## src/rtl/conversor_hex_binario_if.sv

```systemverilog
// rtl/conversor_hex_binario_if.sv - digit entry / result bundle for the hex-to-binary converter
interface conversor_hex_binario_if;
  logic [3:0] digito;
  logic       digito_valido;
  logic       limpar;
  logic [7:0] Saida;
  logic       saida_valida;
  logic [3:0] H;
  logic       aguardando_baixo;
  logic       erro_timeout;

  modport master (
    output digito, digito_valido, limpar,
    input  Saida, saida_valida, H, aguardando_baixo, erro_timeout
  );

  modport slave (
    input  digito, digito_valido, limpar,
    output Saida, saida_valida, H, aguardando_baixo, erro_timeout
  );
endinterface

```

## src/rtl/conversor_hex_binario.sv

```systemverilog
// rtl/conversor_hex_binario.sv - assembles two hex digits (high first) into an 8-bit value
// with an entry timeout between digits and a synchronous abort.
module conversor_hex_binario #(
  parameter int TIMEOUT = 1000
) (
  input  logic                    clk,
  input  logic                    reset,
  conversor_hex_binario_if.slave  bus
);

  localparam int TW = (TIMEOUT > 1) ? $clog2(TIMEOUT) : 1;
  localparam logic [TW-1:0] TIMER_LAST = TW'(TIMEOUT - 1);

  typedef enum logic {
    ESPERA_ALTO  = 1'b0,
    ESPERA_BAIXO = 1'b1
  } state_t;

  state_t        state;
  logic [TW-1:0] timer;

  always_ff @(posedge clk) begin
    if (reset) begin
      state                <= ESPERA_ALTO;
      timer                <= '0;
      bus.Saida            <= 8'h00;
      bus.H                <= 4'h0;
      bus.saida_valida     <= 1'b0;
      bus.aguardando_baixo <= 1'b0;
      bus.erro_timeout     <= 1'b0;
    end else begin
      bus.saida_valida <= 1'b0;
      bus.erro_timeout <= 1'b0;
      if (bus.limpar) begin
        state                <= ESPERA_ALTO;
        timer                <= '0;
        bus.aguardando_baixo <= 1'b0;
      end else begin
        case (state)
          ESPERA_ALTO: begin
            if (bus.digito_valido) begin
              bus.H                <= bus.digito;
              timer                <= '0;
              state                <= ESPERA_BAIXO;
              bus.aguardando_baixo <= 1'b1;
            end
          end
          ESPERA_BAIXO: begin
            // A low digit on the final timer cycle still wins over the timeout.
            if (bus.digito_valido) begin
              bus.Saida            <= {bus.H, bus.digito};
              bus.saida_valida     <= 1'b1;
              state                <= ESPERA_ALTO;
              bus.aguardando_baixo <= 1'b0;
            end else if (timer == TIMER_LAST) begin
              bus.erro_timeout     <= 1'b1;
              timer                <= '0;
              state                <= ESPERA_ALTO;
              bus.aguardando_baixo <= 1'b0;
            end else begin
              timer <= timer + 1'b1;
            end
          end
          default: begin
            state                <= ESPERA_ALTO;
            bus.aguardando_baixo <= 1'b0;
          end
        endcase
      end
    end
  end

endmodule

```

## src/flat_wrapper.sv

```systemverilog
// flat-port wrapper written by rule: the top's interface ports become plain ports
module conversor_hex_binario_flat 
#(
  parameter int TIMEOUT = 1000
)
  (clk, reset, bus_digito, bus_digito_valido, bus_limpar, bus_Saida, bus_saida_valida, bus_H, bus_aguardando_baixo, bus_erro_timeout);
  conversor_hex_binario_if bus_i ();
  input  logic clk;
  input  logic reset;
  input wire logic [$bits(bus_i.digito)-1:0] bus_digito;
  input wire logic [$bits(bus_i.digito_valido)-1:0] bus_digito_valido;
  input wire logic [$bits(bus_i.limpar)-1:0] bus_limpar;
  output wire logic [$bits(bus_i.Saida)-1:0] bus_Saida;
  output wire logic [$bits(bus_i.saida_valida)-1:0] bus_saida_valida;
  output wire logic [$bits(bus_i.H)-1:0] bus_H;
  output wire logic [$bits(bus_i.aguardando_baixo)-1:0] bus_aguardando_baixo;
  output wire logic [$bits(bus_i.erro_timeout)-1:0] bus_erro_timeout;
  assign bus_i.digito = bus_digito;
  assign bus_i.digito_valido = bus_digito_valido;
  assign bus_i.limpar = bus_limpar;
  assign bus_Saida = bus_i.Saida;
  assign bus_saida_valida = bus_i.saida_valida;
  assign bus_H = bus_i.H;
  assign bus_aguardando_baixo = bus_i.aguardando_baixo;
  assign bus_erro_timeout = bus_i.erro_timeout;
  conversor_hex_binario #(.TIMEOUT(TIMEOUT)) u_core (.clk(clk), .reset(reset), .bus(bus_i));
endmodule
```

## config.mk

```make
export PLATFORM = sky130hd
export DESIGN_NAME = conversor_hex_binario_flat
export DESIGN_NICKNAME = d
export VERILOG_FILES = /design/src/rtl/conversor_hex_binario_if.sv /design/src/rtl/conversor_hex_binario.sv /design/src/flat_wrapper.sv
export SDC_FILE = /design/constraint.sdc
export NUM_CORES = 1
export LEC_CHECK = 0
export CAP_MARGIN = 20
export CORE_MARGIN = 4
export CORE_UTILIZATION = 50
export CTS_BUF_LIST = sky130_fd_sc_hd__clkbuf_8 sky130_fd_sc_hd__clkbuf_16
export DETAILED_ROUTE_END_ITERATION = 10
export PLACE_DENSITY = 0.77
export SLEW_MARGIN = 20
export SYNTH_ARGS = -nofsm -noshare
export SYNTH_HDL_FRONTEND = slang
export SYNTH_SLANG_ARGS = --single-unit
```

## constraint.sdc

```tcl
create_clock -name clk -period 1.7 [get_ports clk]
set_clock_uncertainty 0.15 [all_clocks]
set_input_delay 0.51 -clock clk [delete_from_list [all_inputs] [get_ports clk]]
set_output_delay 0.51 -clock clk [all_outputs]
set_load 0.01 [all_outputs]
```

==> results.json <==
{
  "hold_violations": 0,
  "endpoint": "u_core.timer[4]$_SDFFE_PP0P_",
  "yosysSeqAreaShare": 0.4338,
  "fmax_mhz": 589.2,
  "place_congestion": 0.7832,
  "synth_fp_nets": 137,
  "yosysWarnings": 0,
  "r2r-end": "u_core.timer[4]$_SDFFE_PP0P_",
  "max_slew_margin": 0.7695,
  "post-route-drc-count": 0,
  "drive_gt1_frac": 0.2249,
  "clockRootBuffer": "clkbuf_8",
  "utilization": 0.7253,
  "syn_inst": 128,
  "ant_nets": 0,
  "crit_fanout": 5,
  "die_y_um": 56.99,
  "top_layer": "met4",
  "wirelength_um": 2978,
  "reg2regPathDepth": 6,
  "ys_async_sr_fraction": 0,
  "ys_types": 40,
  "grt_max_degree": 15,
  "final-setup-viol-count": 0,
  "hpwl_um": 2119,
  "detail_route.iter0.violations": 55,
  "dr.pass1.iters": 4,
  "wl_met2_um": 1547,
  "cp-start-kind": "input pin",
  "final_cell_area_mm2": 0.001635,
  "wl_per_cell_um": 15.12,
  "power.total_mw": 1.136,
  "hold_ws_ps": 354.5,
  "synthesis.area_mm2": 0.001200,
  "synth_edf_count": 0,
  "ys_seq_elements": 26,
  "finalCritPeriodShare": 0.9983,
  "hp-class": "register to register",
  "layout_commonest_cell": "dfxtp_1",
  "crit_required_ps": 1770,
  "crit_start": "bus_limpar",
  "port_buffers": 22,
  "nets": 179,
  "cts_tree": "built",
  "place_area_mm2": 0.001546,
  "final_cell_mix": "dfxtp_1, nor2_1, buf_4, dlygate4sd2_1",
  "drt-met1-wl_um": 1249,
  "avgViaCountPerCell": 5.523,
  "cts_hold_buf": 0,
  "io_pins": 23,
  "grt_pass1_wl_um": 4919,
  "fp.coreArea_mm2": 0.002255,
  "finalSetupTns_ps": 0,
  "timing.rr.start": "u_core.timer[1]$_SDFFE_PP0P_",
  "antenna_found_initial": 0,
  "rows": 17,
  "die_w_um": 56.99,
  "p_per_area_mw_per_mm2": 694.9,
  "grt_pass1_vias": 1095,
  "leakagePower_nw": 0.7501,
  "htree_levels": 1,
  "grt.total_usage": 0.1912,
  "regToRegSetupSlack_ps": 50,
  "overflow": 0,
  "cts.sinks": 26,
  "syn2layout_area_growth_pct": 36.29,
  "dr_wl_met3_um": 148,
  "worstSetupEndpointType": "register",
  "status": "complete, no violations",
  "clockBufferDepth": 2,
  "start_util": 0.5322,
  "diodes": 0,
  "path_clk_slew_ps": 90,
  "period_minus_slack_ps": 1697,
  "ys.flop_type": "dfxtp_1",
  "crit_type": "input pin to register",
  "worst-endpoint-arrival_ps": 1770,
  "clock_latency_ps": 270,
  "dieArea_mm2": 0.003247,
  "tightestPinTransition_ps": 344.6,
  "avgSynthCellArea_um2": 9.374,
  "maxCapViolCount": 0,
  "vias": 1088,
  "vdd.ir_drop.worst_v": 0.0006667,
  "cts_buffers": 3,
  "maxSlewViolCount": 0
}
## critical path, stage by stage
cell           delay [ps]
dlygate4sd2_1         320
nor4b_4               390
buf_4                 180
o31ai_4                70
o21ai_1               160
a21o_1                140
## cells in the mapped netlist (all sizes together), types with 2 or more instances
cell type | count | area [um^2]
a21oi | 4 | 20.02
nor3 | 2 | 21.27
and2 | 3 | 20.02
dfxtp | 26 | 520.5
nand2 | 13 | 48.80
a31oi | 2 | 12.51
or3 | 4 | 30.03
nand4 | 3 | 25.02
o21ai | 8 | 40.03
mux2i | 13 | 130.1
buf | 4 | 37.53
or2 | 2 | 12.52
xor2 | 2 | 17.52
nand3 | 3 | 15.01
inv | 3 | 16.27
nor2 | 20 | 75.07
## power by group
part           internal (mW)  leakage (nW)  switching [mW]
logic                 0.0596         0.510          0.0603
clock network          0.207        0.0288           0.185
registers              0.618         0.211         0.00642
## worst min path at each step
| stage | endpoint | from | cells past startpoint | slack, ps |
|---|---|---|---|---|
| floorplan | u_core.timer[9]$_SDFFE_PP0P_ | u_core.timer[9]$_SDFFE_PP0P_ | 2 | 280 |
| global placement | u_core.timer[9]$_SDFFE_PP0P_ | u_core.timer[9]$_SDFFE_PP0P_ | 2 | 300 |
| detailed placement | u_core.timer[9]$_SDFFE_PP0P_ | u_core.timer[9]$_SDFFE_PP0P_ | 2 | 310 |
| CTS | u_core.timer[9]$_SDFFE_PP0P_ | u_core.timer[9]$_SDFFE_PP0P_ | 2 | 330 |
| global route | u_core.timer[3]$_SDFFE_PP0P_ | u_core.timer[3]$_SDFFE_PP0P_ | 2 | 400 |
| finish | u_core.bus.Saida[4]$_SDFFE_PP0P_ | u_core.bus.Saida[4]$_SDFFE_PP0P_ | 2 | 350 |
## state kept, by name (all words and copies together), names as in the netlist
| signal | flops |
|---|---|
| u_core.bus.aguardando_baixo | 1 |
| u_core.bus.erro_timeout | 1 |
| u_core.bus.Saida | 8 |
| u_core.state | 1 |
| u_core.timer | 10 |
| u_core.bus.saida_valida | 1 |
| u_core.bus.H | 4 |
## metal layers
metal | up-vias | track usage
li1 | 536 | -
met1 | 508 | 0.2171
met2 | 40 | 0.3670
met3 | 4 | 0.02262
met4 | 0 | 0.05960
met5 | - | 0
## logic make-up after synthesis
| kind of cell | Yosys count | synth area share |
|---|---|---|
| and+or+nand+nor | 56 | 0.2649 |
| DFF | 26 | 0.4338 |
| AOI/OAI and AO/OA | 21 | 0.1126 |
| muxes | 13 | 0.1084 |
| buffers and inverters | 8 | 0.04796 |
| xor gates and xnor gates | 3 | 0.02190 |
| adders and majority gates | 1 | 0.01043 |
## area by class of cell
class,count,area (um^2)
fillers,184,619.3
flip-flops and latches,26,523.0
well taps,28,35.03
multi-input cells,94,649.4
repair buffers,42,356.6
inverters,3,16.27
clock buffers,4,55.05
## metrics by stage
step	worst slack [ps]	cells
after floorplan	69.81	128
after global placement	-484.2	189
after detailed placement	-517.6	189
after CTS	6.104	193
after global routing	-43.16	197
final	2.891	197
## what timing repair did
action | 4_1_cts | 5_1_grt
setup buffers | 0 | 4
gates resized for setup | 19 | 7
pin swaps | 1 | 5
setup endpoints to repair | 38 | 7
Note: power is estimated with default switching activity, not from simulation.
==> RTL edit 1 (config.mk and constraints unchanged) <==
`TIMEOUT` is set to 1000 in 2 places; all go to 2000.
--- a/src/rtl/conversor_hex_binario.sv
+++ b/src/rtl/conversor_hex_binario.sv
@@ -1,7 +1,7 @@
 // rtl/conversor_hex_binario.sv - assembles two hex digits (high first) into an 8-bit value
 // with an entry timeout between digits and a synchronous abort.
 module conversor_hex_binario #(
-  parameter int TIMEOUT = 1000
+  parameter int TIMEOUT = 2000
 ) (
   input  logic                    clk,
   input  logic                    reset,
--- a/src/flat_wrapper.sv
+++ b/src/flat_wrapper.sv
@@ -1,7 +1,7 @@
 // flat-port wrapper written by rule: the top's interface ports become plain ports
 module conversor_hex_binario_flat 
 #(
-  parameter int TIMEOUT = 1000
+  parameter int TIMEOUT = 2000
 )
   (clk, reset, bus_digito, bus_digito_valido, bus_limpar, bus_Saida, bus_saida_valida, bus_H, bus_aguardando_baixo, bus_erro_timeout);
   conversor_hex_binario_if bus_i ();
Check against the original RTL: no difference found for any inputs over 10 cycles, from zero or initial values and one cycle with reset high; that may be too few to reach the edited logic, so the function may still have changed.
==> RTL edit 1 against the unedited design <==
- clock power fell by 9.4%
- critical path type unchanged
- sequential share of layout area rose by 0.75 points
- synthesized area rose by 1.3%
- synthesized cell count rose by 6.3%
- setup slack improved by 0.023 ns
- highest routed layer unchanged
- cell area rose by 0.99%
- power fell by 2.3%
- largest cell class unchanged
- wire length fell by 0.47%
- sequential cell count rose by 1
- first-iteration DRC count fell by 44%
- non-clock buffer count rose by 3
==> RTL edit 1: results <==
INSERT INTO impl_metrics (metric_group, metric, value, unit) VALUES
('layout', 'fraction_of_layout_instances_using_a_drive_strength_above_1', '0.208', ''),
('global_routing', 'grt_usage', '0.186', ''),
('global_routing', 'first_global_vias', '1109', ''),
('worst_setup_path', 'critical_path.reg2reg.endpoint', 'u_core.timer[9]', ''),
('detailed_routing', 'via_per_inst', '5.55', ''),
('logic_synthesis', 'netlist-cell-type-count', '36', ''),
('logic_synthesis', 'synth_seq_area_share', '0.445', ''),
('place', 'gpl.final_weighted_congestion', '0.829', ''),
('timing', 'final.setup.worst_slack', '0.0254', 'ns'),
('run_status', 'run_status', 'finished clean', ''),
('worst_setup_path', 'r2r-start', 'u_core.state', ''),
('layout', 'largest_registers', 'u_core.timer x11, u_core.bus.Saida x8, u_core.bus.H x4', ''),
('timing', 'max-slew-margin-rel', '0.815', ''),
('global_routing', 'globalRouteMet2Util', '0.321', ''),
('min_path', 'timing.hold.worst.start', 'u_core.timer[8]', ''),
('min_path', 'hold_end', 'u_core.timer[8]', ''),
('logic_synthesis', 'synthesis.nets', '145', ''),
('worst_setup_path', 'cpPeakStageDelay', '0.52', 'ns'),
('global_routing', 'met3_usage', '0.0294', ''),
('layout', 'num-fill-cells', '187', '');
[RTL edit 1: cell types whose count changed after synthesis, sizes merged, moves of 3 or more]
cell	unedited run	this run
a21oi	4	13
nor2	20	15
o21ai	8	5
or3	4	1
nand3	3	10
and3	1	4
[RTL edit 1: report_power, final]
group | internal (W) | switching [W] | total, W
registers | 0.000641 | 0.00000607 | 0.000647
logic | 0.0000567 | 0.0000525 | 0.000109
clock network | 0.000162 | 0.000193 | 0.000355
total | 0.000859 | 0.000251 | 0.00111
[RTL edit 1: metal layers]
metal,up-vias,routed length [um]
met4,0,43
met2,31,1440
li1,571,-
met3,4,126
met5,-,0
met1,537,1350
[RTL edit 1: stage by stage]
step | hold WS (ns) | cells | instance area (um2) | utilization | TNS (ns)
2_1_floorplan | 0.295 | 136 | 1220 | - | -0.0713
3_3_place_gp | 0.314 | 201 | 1610 | 0.713 | -8.19
3_5_place_dp | 0.333 | 201 | 1610 | 0.713 | -8.92
4_1_cts | 0.346 | 205 | 1630 | 0.725 | 0
5_1_grt | 0.375 | 206 | 1650 | 0.733 | -0.0140
6_report | 0.339 | 206 | 1650 | 0.733 | 0
[RTL edit 1: cell type report]
class | count | share of cell area
clock buffer | 3 | 0.0250
multi-input combinational | 101 | 0.394
clock inverter | 1 | 0.00227
sequential | 27 | 0.327
tap | 28 | 0.0212
timing repair buffer | 45 | 0.228
inverter | 1 | 0.00227
[RTL edit 1: cell families after synthesis]
group                      share of synthesized area
AOI/OAI and AO/OA                              0.147
xor gates and xnor gates                      0.0144
adders and majority gates                     0.0103
buffers and inverters                         0.0360
DFF                                            0.445
muxes                                         0.0989
and+or+nand+nor                                0.248
[RTL edit 1: repair_timing]
item                       CTS  global route
resized for setup           21             8
setup buffers                0             1
setup endpoints to repair   29             9
hold buffers                 0             0
pin swaps                    3             3
==> RTL edit 2 (same settings) <==
Without the edit above. Reset style: asynchronous (`reset`), changed in one clocked block.
--- a/src/rtl/conversor_hex_binario.sv
+++ b/src/rtl/conversor_hex_binario.sv
@@ -19,7 +19,7 @@
   state_t        state;
   logic [TW-1:0] timer;
 
-  always_ff @(posedge clk) begin
+  always_ff @(posedge clk or posedge reset) begin
     if (reset) begin
       state                <= ESPERA_ALTO;
       timer                <= '0;
Check against the original RTL: differs if reset is asserted again (counterexample within 4 cycles, from zero or initial values and one cycle with reset high); with reset held inactive, the same outputs for 10 cycles.
==> RTL edit 2 against the unedited design <==
- wire length fell by 13%
- cell area fell by 0.99%
- global-route usage fell by 0.86 points
- sequential cell count did not move
- count of clock-buffer cells in the layout did not move
- setup slack improved by 0.061 ns
- synthesized area fell by 1.5%
- worst hold slack got worse by 0.023 ns
- critical path depth fell by 1
- critical path type is now reg -> reg
- critical endpoint is now u_core.timer[7]
Power is not compared: it rests on default switching activity, and its combinational part moved more than twofold at a synthesized area within 25%.
==> RTL edit 2: results <==
INSERT INTO impl_metrics (metric_group, metric, value, unit) VALUES
('layout', 'fraction_of_layout_instances_using_a_drive_strength_above_1', '0.283', ''),
('run_status', 'run_status', 'finished clean', ''),
('worst_setup_path', 'critical_path.top_delay_family', 'simple AND/OR/NAND/NOR gates', ''),
('worst_setup_path', 'reg2reg_depth', '5', ''),
('logic_synthesis', 'postSynth.topFlopCell', 'sky130_fd_sc_hd__dfrtp_1', ''),
('logic_synthesis', 'netlist-cell-type-count', '32', ''),
('timing', 'max-slew-margin-rel', '0.796', ''),
('worst_setup_path', 'cp-endpoint', 'u_core.timer[7]', ''),
('place', 'dp_cell_count', '162', ''),
('detailed_routing', 'first_iter_violations', '5', ''),
('layout', 'num-fill-cells', '175', ''),
('worst_setup_path', 'cpPeakStageDelay', '0.45', 'ns'),
('logic_synthesis', 'synth.area.top_cells', 'sky130_fd_sc_hd__dfrtp_1, sky130_fd_sc_hd__mux2_2, sky130_fd_sc_hd__xor2_1', ''),
('worst_setup_path', 'critPathMaxFanout', '7', ''),
('timing', 'timing.fmax', '0.611', 'GHz'),
('worst_setup_path', 'worst-endpoint-arrival', '1.65', 'ns'),
('logic_synthesis', 'synthesis.nets', '107', ''),
('logic_synthesis', 'synth_seq_area_share', '0.550', ''),
('place', 'placement.setup.worst_slack', '-0.405', 'ns'),
('logic_synthesis', 'ys_top_cells_by_count', 'sky130_fd_sc_hd__dfrtp_1, sky130_fd_sc_hd__mux2_2, sky130_fd_sc_hd__nor2_1', '');
## RTL edit 2: cell count changes after synthesis, sizes merged, moves of 4 or more
cell / before / now
dfrtp: 0 / 26
dfxtp: 26 / 0
mux2: 0 / 12
mux2i: 13 / 1
nor2: 20 / 10
nand2: 13 / 4
o21ai: 8 / 1
xor2: 2 / 8
o2111ai: 0 / 5
or3: 4 / 0
## RTL edit 2: worst min path at each step
stage	end	depth (start not counted)
after floorplan	u_core.timer[0]	1
after global placement	u_core.bus.Saida[0]	1
after detailed placement	u_core.bus.Saida[0]	1
after CTS	u_core.bus.Saida[4]	2
after global routing	u_core.bus.Saida[0]	2
final	u_core.bus.Saida[4]	2
## RTL edit 2: timing repair
| action | 4_1_cts | 5_1_grt |
|---|---|---|
| pin swaps | 0 | 3 |
| setup endpoints to repair | 29 | 19 |
| resized for setup | 17 | 3 |
## RTL edit 2: worst register-to-register path: stages (launching register included)
cell	delay (ns)
sky130_fd_sc_hd__dfrtp_1	0.45
sky130_fd_sc_hd__nor4bb_1	0.30
sky130_fd_sc_hd__nand4_1	0.21
sky130_fd_sc_hd__o211ai_2	0.23
sky130_fd_sc_hd__buf_6	0.15
sky130_fd_sc_hd__nor2_1	0.05
## RTL edit 2: power by group through the flow
stage | Sequential, W | Clock, W | Combinational, W
floorplan | 0.000796 | 0 | 0.000120
global placement | 0.000757 | 0 | 0.000387
detailed placement | 0.000764 | 0 | 0.000397
CTS | 0.000749 | 0.000410 | 0.000343
global route | 0.000762 | 0.000437 | 0.000368
finish | 0.000748 | 0.000400 | 0.000338
## RTL edit 2: kinds of logic (layout without fill, tap and decap cells)
logic type,after synthesis,in the layout,synth area share
XOR/XNOR,8,8,0.0656
adder cells (fa/ha/maj),1,1,0.0106
multiplexers,13,13,0.123
buffers and inverters,8,48,0.0349
flip-flops,26,26,0.550
AND/OR/NAND/NOR,28,28,0.125
AO/OA/AOI/OAI,14,14,0.0910
## RTL edit 2: metrics by stage
stage / cell area [um2] / power [W] / hold slack, ns
global route: 1620 / 0.00157 / 0.340
global placement: 1570 / 0.00114 / 0.337
detailed placement: 1570 / 0.00116 / 0.346
CTS: 1610 / 0.00150 / 0.337
floorplan: 1180 / 0.000916 / 0.322
finish: 1620 / 0.00149 / 0.332
## RTL edit 2: cell type report
cell class,instances,area [um2],area share
inverter,5,18.8,0.0116
multi-input combinational,64,500,0.309
timing repair buffer,39,359,0.222
tap,28,35.0,0.0216
sequential,26,651,0.402
clock buffer,4,55.1,0.0340
## RTL edit 2: metal layers
metal | track usage | vias up | share of wire
met2 | 0.294 | 18 | 0.52
met1 | 0.232 | 455 | 0.42
li1 | - | 427 | -
met3 | 0.0529 | 4 | 0.039
met4 | 0.0678 | 0 | 0.014
met5 | 0 | - | 0
